## src/rtl/multiplier_seq.sv

```systemverilog
// multiplier_seq: sequential radix-2 shift-add multiplier.
// Captures operands on start, iterates one multiplier bit per clock for N
// clocks, then applies the sign and registers the 2N-bit product and flags.
module multiplier_seq #(
    parameter int N = 32
) (
    input  logic         clk,
    input  logic         rst,
    input  logic         start,
    input  logic         signed_mode,
    input  logic [N-1:0] A,
    input  logic [N-1:0] B,
    output logic [N-1:0] R,
    output logic [N-1:0] R_hi,
    output logic         busy,
    output logic         done,
    output logic         N_flag,
    output logic         Z_flag,
    output logic         C_flag,
    output logic         V_flag
);

    localparam int CW = $clog2(N) + 1;

    typedef enum logic [1:0] {
        IDLE,
        CALC,
        FINISH
    } state_t;

    state_t          state;
    state_t          state_next;
    logic [CW-1:0]   cnt;
    logic [2*N-1:0]  acc;
    logic [2*N-1:0]  mcand;
    logic [N-1:0]    mplier;
    logic            neg;
    logic            sgn;
    logic [N-1:0]    a_mag;
    logic [N-1:0]    b_mag;
    logic [2*N-1:0]  prod;
    logic [N-1:0]    prod_lo;
    logic [N-1:0]    prod_hi;

    // Operand magnitudes; the most-negative value maps to 2^(N-1), which
    // is still exact as an unsigned N-bit quantity.
    always_comb begin
        a_mag = (signed_mode && A[N-1]) ? (-A) : A;
        b_mag = (signed_mode && B[N-1]) ? (-B) : B;
    end

    // Signed final product from the unsigned accumulator.
    always_comb begin
        prod    = neg ? (-acc) : acc;
        prod_lo = prod[N-1:0];
        prod_hi = prod[2*N-1:N];
    end

    // FSM state register.
    always_ff @(posedge clk) begin
        if (rst) begin
            state <= IDLE;
        end else begin
            state <= state_next;
        end
    end

    // FSM next-state logic and busy indication.
    always_comb begin
        state_next = state;
        busy       = 1'b0;
        case (state)
            IDLE: begin
                if (start) begin
                    state_next = CALC;
                end
            end
            CALC: begin
                busy = 1'b1;
                if (cnt == CW'(N - 1)) begin
                    state_next = FINISH;
                end
            end
            FINISH: begin
                busy       = 1'b1;
                state_next = IDLE;
            end
            default: begin
                state_next = IDLE;
            end
        endcase
    end

    // Datapath: operand capture, shift-add iterations, result registers.
    always_ff @(posedge clk) begin
        if (rst) begin
            cnt    <= '0;
            acc    <= '0;
            mcand  <= '0;
            mplier <= '0;
            neg    <= 1'b0;
            sgn    <= 1'b0;
            R      <= '0;
            R_hi   <= '0;
            done   <= 1'b0;
            N_flag <= 1'b0;
            Z_flag <= 1'b0;
            C_flag <= 1'b0;
            V_flag <= 1'b0;
        end else begin
            done <= 1'b0;
            case (state)
                IDLE: begin
                    if (start) begin
                        cnt    <= '0;
                        acc    <= '0;
                        mcand  <= {{N{1'b0}}, a_mag};
                        mplier <= b_mag;
                        sgn    <= signed_mode;
                        neg    <= signed_mode & (A[N-1] ^ B[N-1]);
                    end
                end
                CALC: begin
                    if (mplier[0]) begin
                        acc <= acc + mcand;
                    end
                    mcand  <= mcand << 1;
                    mplier <= mplier >> 1;
                    cnt    <= cnt + CW'(1);
                end
                FINISH: begin
                    R      <= prod_lo;
                    R_hi   <= prod_hi;
                    N_flag <= prod_lo[N-1];
                    Z_flag <= (prod_lo == '0);
                    C_flag <= ~sgn & (prod_hi != '0);
                    V_flag <= sgn & (prod_hi != {N{prod_lo[N-1]}});
                    done   <= 1'b1;
                end
                default: begin
                end
            endcase
        end
    end

endmodule

```

## config.mk

```make
export PLATFORM = sky130hd
export DESIGN_NAME = multiplier_seq
export DESIGN_NICKNAME = d
export VERILOG_FILES = /design/src/rtl/multiplier_seq.sv
export SDC_FILE = /design/constraint.sdc
export NUM_CORES = 1
export LEC_CHECK = 0
export ABC_AREA = 1
export ABC_CLOCK_PERIOD_IN_PS = 3000
export BUFFER_PORTS_ARGS = -buffer_cell sky130_fd_sc_hd__buf_2
export CORE_ASPECT_RATIO = 1.75
export CORE_MARGIN = 3
export CORE_UTILIZATION = 60
export CTS_CLUSTER_SIZE = 25
export DETAILED_ROUTE_END_ITERATION = 7
export PLACE_DENSITY = 0.91
export SKIP_LAST_GASP = 1
export SLEW_MARGIN = 20
export SYNTH_ARGS = -nofsm -noshare
export SYNTH_HDL_FRONTEND = slang
export SYNTH_SLANG_ARGS = --single-unit
```

## constraint.sdc

```tcl
create_clock -name clk -period 3 [get_ports clk]
set_input_delay 0.3 -clock clk [delete_from_list [all_inputs] [get_ports clk]]
set_output_delay 0.3 -clock clk [all_outputs]
set_load 0.01 [all_outputs]
```

* Word-level counts from Yosys, hierarchy flattened *
Index checks and enable logic that the tools add are counted.

operators by class
  $mul = 0
  shift operators = 0
  reduce and logical (&&, ||, !) cells = 11
  divide/modulo/power cells = 0
  bitwise operators = 5
  muxes and demuxes = 17
  $add $sub $neg = 5
  equality and inequality tests = 7
  magnitude comparators = 0

operator list
  operator               number
  $mux W64               4
  $pmux W64 S2           2
  $mux W32               3
  $add A64 B64 Y64       1
  $neg A32 Y32           2
  $neg A64 Y64           1
  $pmux W32 S2           1
  $logic_not A32 Y1      1
  $ne A32 B32 Y1         1
  $reduce_bool A32 Y1    1
  $pmux W6 S2            1
  $add A6 B1 Y6 const B  1
  $eq A6 B5 Y1 const B   1
  $mux W6                1
  $ne A2 B2 Y1 const B   3
  $reduce_and A2 Y1      3
  $mux W2                2
  $pmux W2 S2            1
  $and A1 B1 Y1          3
  $reduce_and A3 Y1      1
  $eq A2 B1 Y1 const B   1
  $eq A2 B2 Y1 const B   1
  $logic_and A1 B1 Y1    2
  $logic_not A2 Y1       1
  5 further kinds        6

word-level totals
  memories kept = 0
  bits in registers = 239
  bits in writable memories = 0
  bits in latches = 0
  output and inout bits = 70
  word-level logic and storage cells = 59
  memory bits (read-only) = 0
  input bits = 68

* Longest topological paths before layout *
  depth after elaboration = 4
  mapped depth = 18
  gate-level depth less buffers = 18

* Worst setup path before layout *
Ideal clock, no wire load.

  path type = register to register
  from = register acc[0]
  to = register acc[46]
  library setup time = 0.132 ns
  setup slack = 0.757 ns
  stages on the path, launching flop included = 14
  arrival = 2.111 ns
  clock period less this slack = 2.243 ns
  required time = 2.868 ns
  buffers on the path = 0
  path through = dfxtp_1 ha_1 inv_1 fa_1 o21ai_1 a21oi_1 o21ai_0 a21oi_1 o21ai_1 nand2_1 nand2_1 a21oi_1 o21ai_0 a21oi_1

between the ends
  word-level cells in the longest chain between the ends = 3

RTL lines
  what                    RTL line  RTL
  from (decl)             34        logic [2*N-1:0] acc;
  from (signal assigned)  125       acc <= acc + mcand;
  $add A64 B64 Y64        125
  $mux W64                124       if (mplier[0]) begin
  $pmux W64 S2            112       case (state)

No other way between the ends. The select of a mux whose other input is x is not followed.
A chain may end at the register's enable or synchronous reset.

* Worst setup path in the final report *
  from = register mcand[0]
  to = register acc[48]

between the ends
  word-level cells in the longest chain between the ends = 3

RTL lines
  what                    RTL line  RTL
  from (decl)             35        logic [2*N-1:0] mcand;
  from (signal assigned)  117       mcand <= {{N{1'b0}}, a_mag};
  from (signal assigned)  127       mcand <= mcand << 1;
  $add A64 B64 Y64        125
  $mux W64                124
  $pmux W64 S2            112

No other way between the ends. The select of a mux whose other input is x is not followed.

==> metrics.md <==
| Metric | Value |
|---|---|
| Most instantiated cells after synthesis | `nand2_1 (726), nor2_1 (421), a21oi_1 (364)` |
| Fin crit period | `2840 ps` |
| CP max stage delay | `around 410 ps` |
| Clk sinks | `238` |
| Initial antenna violation count | `2` |
| RSZ-0062 raised after global routing | `false` |
| Clk buf depth | `3` |
| Fill count | `2661` |
| H-Tree Depth | `1` |
| FF-to-FF End | `acc[48]` |
| CP required | `3410 ps` |
| Syn. warnings | `0` |
| Post-synthesis area per instance | `6.04 sq um` |
| Avg Vias per Cell | `6.00` |
| Port Buffer Count | `137` |
| Area grow syn2layout | `11.3%` |
| Maximum number of pins on one net before global-route repair | `159` |
| Setup TNS | `0 ps` |
| Share of layout cells above drive strength 1 | `9.17%` |
| Clock skew | `12.2 ps` |
| Leak Pwr | `9.24 nW` |
| Nets | `approximately 3100` |
| Buf/Inv on CP | `2` |
| Initial core utilization | `61.1%` |
| Cell area after synthesis | `between 15000 and 20000 sq um` |
| Syn nets | `3046` |
| Worst R2R Path Depth | `14` |
| Vias | `20400` |
| MaxCap Viol Count | `0` |
| Ys flop type | `dfxtp_1` |
| Vias in the first global route | `19700` |
| Critical path type | `register to register` |
| Synth unique cells | `49` |
| Synth Register Bits | `238` |
| CP top delay family | `compound AO/OA/AOI/OAI gates` |
| Post-route ant nets | `0` |
| Hold buffer count at CTS | `0` |
| Async SR Flop Fraction | `0%` |
| GR Overflow Total | `0` |
| Setup-failing EPs final | `0` |
| CTS root buffer | `clkbuf_16` |
| First-pass GRT wire length | `101 mm` |
| Hold_sp | `A[0]` |
| Cell Rows | `slightly above 80` |
| Most common cell in the synthesized netlist | `nand2_1` |
| CTS tree | `yes` |
| Tightest Pin Transition | `1010 ps` |
| Dpl ws | `92.9 ps` |
| CP startpoint kind | `register` |
| Post-synth top area share | `27.1%` |
| Skew-Pair Late Insertion Delay | `roughly 570 ps` |
| Total CTS buffers | `25` |
| DPL Wire Length | `51.7 mm` |
| Iteration-0 DRC Markers | `1758` |
| Die Height | `232 microns` |
| R2R Path Start | `mcand[0]` |
| Max-slew violations | `0` |
| Run status | `finished clean` |
| Number of flops mapped to enable cells by yosys | `0` |
| Setup ws final | `~160 ps` |
| Die footprint | `between 30000 and 40000 sq um` |
| CP max-delay cell | `dfxtp_1` |
| Period Utilization, post-route | `a little over nine tenths` |
| Area leader, netlist | `dfxtp_1` |
| Hold path cells | `3` |
| Top cells by area, synth | `dfxtp_1 (27%), nand2_1 (16%), a21oi_1 (10%)` |
| Mean routed wirelength per cell | `19.4 microns` |
| Reg clk slew, reported paths | `70 ps` |
| Worst Hold Class | `input port to register` |
| Global placement routability congestion | `1.04` |
| Worst reg2reg setup slack | `~160 ps` |
| Hold Crit Endpoint | `mcand[0]` |
| Final hold violation count | `0` |
| Data arrival, critical path | `3250 ps` |
| Finished Core Util | `68.0%` |
| Mapped Cells | `a little under 3000` |
| Crit end category | `register` |
| Fmax | `352 MHz` |
| Core ar. | `roughly 29000 sq um` |
| Peak supply drop | `0.000875 V` |
| Die Width | `135 microns` |
| Max_slew headroom | `32.9%` |
| Pwr Density | `650 nW/um^2` |
| # DRC | `0` |
| Io pins | `138` |
| Tot GR Track Use | `40.7%` |
| CP Cell Sequence | `ha_1 > inv_1 > fa_1 > o21ai_2 > nand2_1 > o211ai_1 > buf_4 > nand3_1 > nand2_1 > nand4_1 > nand3_1 > a21oi_1 > o21ai_0 > a21oi_1` |
| Drt total wl | `65.8 mm` |
| Initial DRT Pass Iterations | `6` |
| Crit Path Max Fanout | `4` |
| Sequential area share after synthesis | `27.1%` |
## per-stage QoR
step	power, mW	area, sq um	hold slack (ps)	cells
after floorplan	7.46	17600	442	2906
after global placement	8.94	18600	452	3351
after detailed placement	9.08	18600	454	3351
after CTS	12.6	19500	8.37	3397
after global routing	13.4	19500	32.7	3400
final	12.7	19500	28.5	3400
## how the worst max path moves through the flow
stage,start,to,slack [ps],depth (start not counted)
after global placement,mcand[0],acc[44],190,15
final,mcand[0],acc[48],160,14
after global routing,acc[2],acc[41],30,14
after CTS,mcand[0],acc[44],60,15
after detailed placement,mcand[0],acc[44],90,15
after floorplan,acc[0],acc[46],760,13
## placed cells by master (no fill, tap or decap), types with 7 or more instances in the layout
master	synthesis	final
a21o_1	7	7
o21bai_1	9	9
ha_1	71	70
buf_4	3	34
nor3_1	21	21
xnor2_1	27	27
nor4_1	14	14
nand2_1	726	725
or2_2	9	9
o21ai_0	205	204
o211ai_1	54	54
nand3b_1	18	18
inv_2	5	7
a31oi_1	13	13
a21oi_1	364	364
nand4_1	30	30
dfxtp_1	238	237
clkbuf_16	0	25
nand2_2	9	10
inv_1	280	280
o21a_1	12	12
o21ai_1	19	16
xor2_1	32	32
buf_2	11	136
nor2_2	11	13
nor2_1	421	419
nand3_1	156	156
## power breakdown
part / switching [mW] / leakage [nW] / internal (mW)
Sequential: 0.430 / 1.93 / 3.71
Combinational: 3.47 / 6.84 / 1.56
Clock: 1.47 / 0.458 / 2.07
Total: 5.36 / 9.24 / 7.34
## layout make-up
class	count	area, sq um	area share, %
flip-flops and latches	238	4770	24.4
well taps	378	473	2.42
clock buffers	28	667	3.41
clock inverters	18	267	1.36
diodes	2	5.00	0.0256
multi-input cells	2274	11300	57.8
repair buffers	173	987	5.05
inverters	289	1080	5.55
## repair_timing
action / 4_1_cts / 5_1_grt
setup endpoints to repair: 0 / 9
buffers inserted: 0 / 1
gates resized for setup: 0 / 5
## worst reg2reg max path, stage by stage (launching register included)
cell and delay, ps:
dfxtp_1 410, ha_1 200, inv_1 60, fa_1 410
o21ai_2 210, nand2_1 80, o211ai_1 230, buf_4 210
nand3_1 60, nand2_1 150, nand4_1 130, nand3_1 250
a21oi_1 90, o21ai_0 110, a21oi_1 80
## flip-flops by register name, indices dropped and copies added, names as in the netlist, 2 cells and up
register  count
acc          64
state         2
R_hi         32
mplier       32
R            32
mcand        64
cnt           6
## per-layer routing
metal / global-route usage [%] / routed length (microns) / up-vias
met4: 38.5 / 7630 / 0
li1: - / - / 9803
met1: 39.0 / 21600 / 9219
met5: 0 / 0 / -
met3: 5.53 / 4330 / 370
met2: 72.9 / 32300 / 993
## kinds of logic after synthesis
logic type	Yosys count	synth area share (%)
flip-flops	238	27.1
AO/OA/AOI/OAI	714	22.2
buffers and inverters	394	8.79
AND/OR/NAND/NOR	1429	33.7
XOR/XNOR	59	2.94
adder cells (fa/ha/maj)	72	5.17
Note: power is estimated with default switching activity, not from simulation.
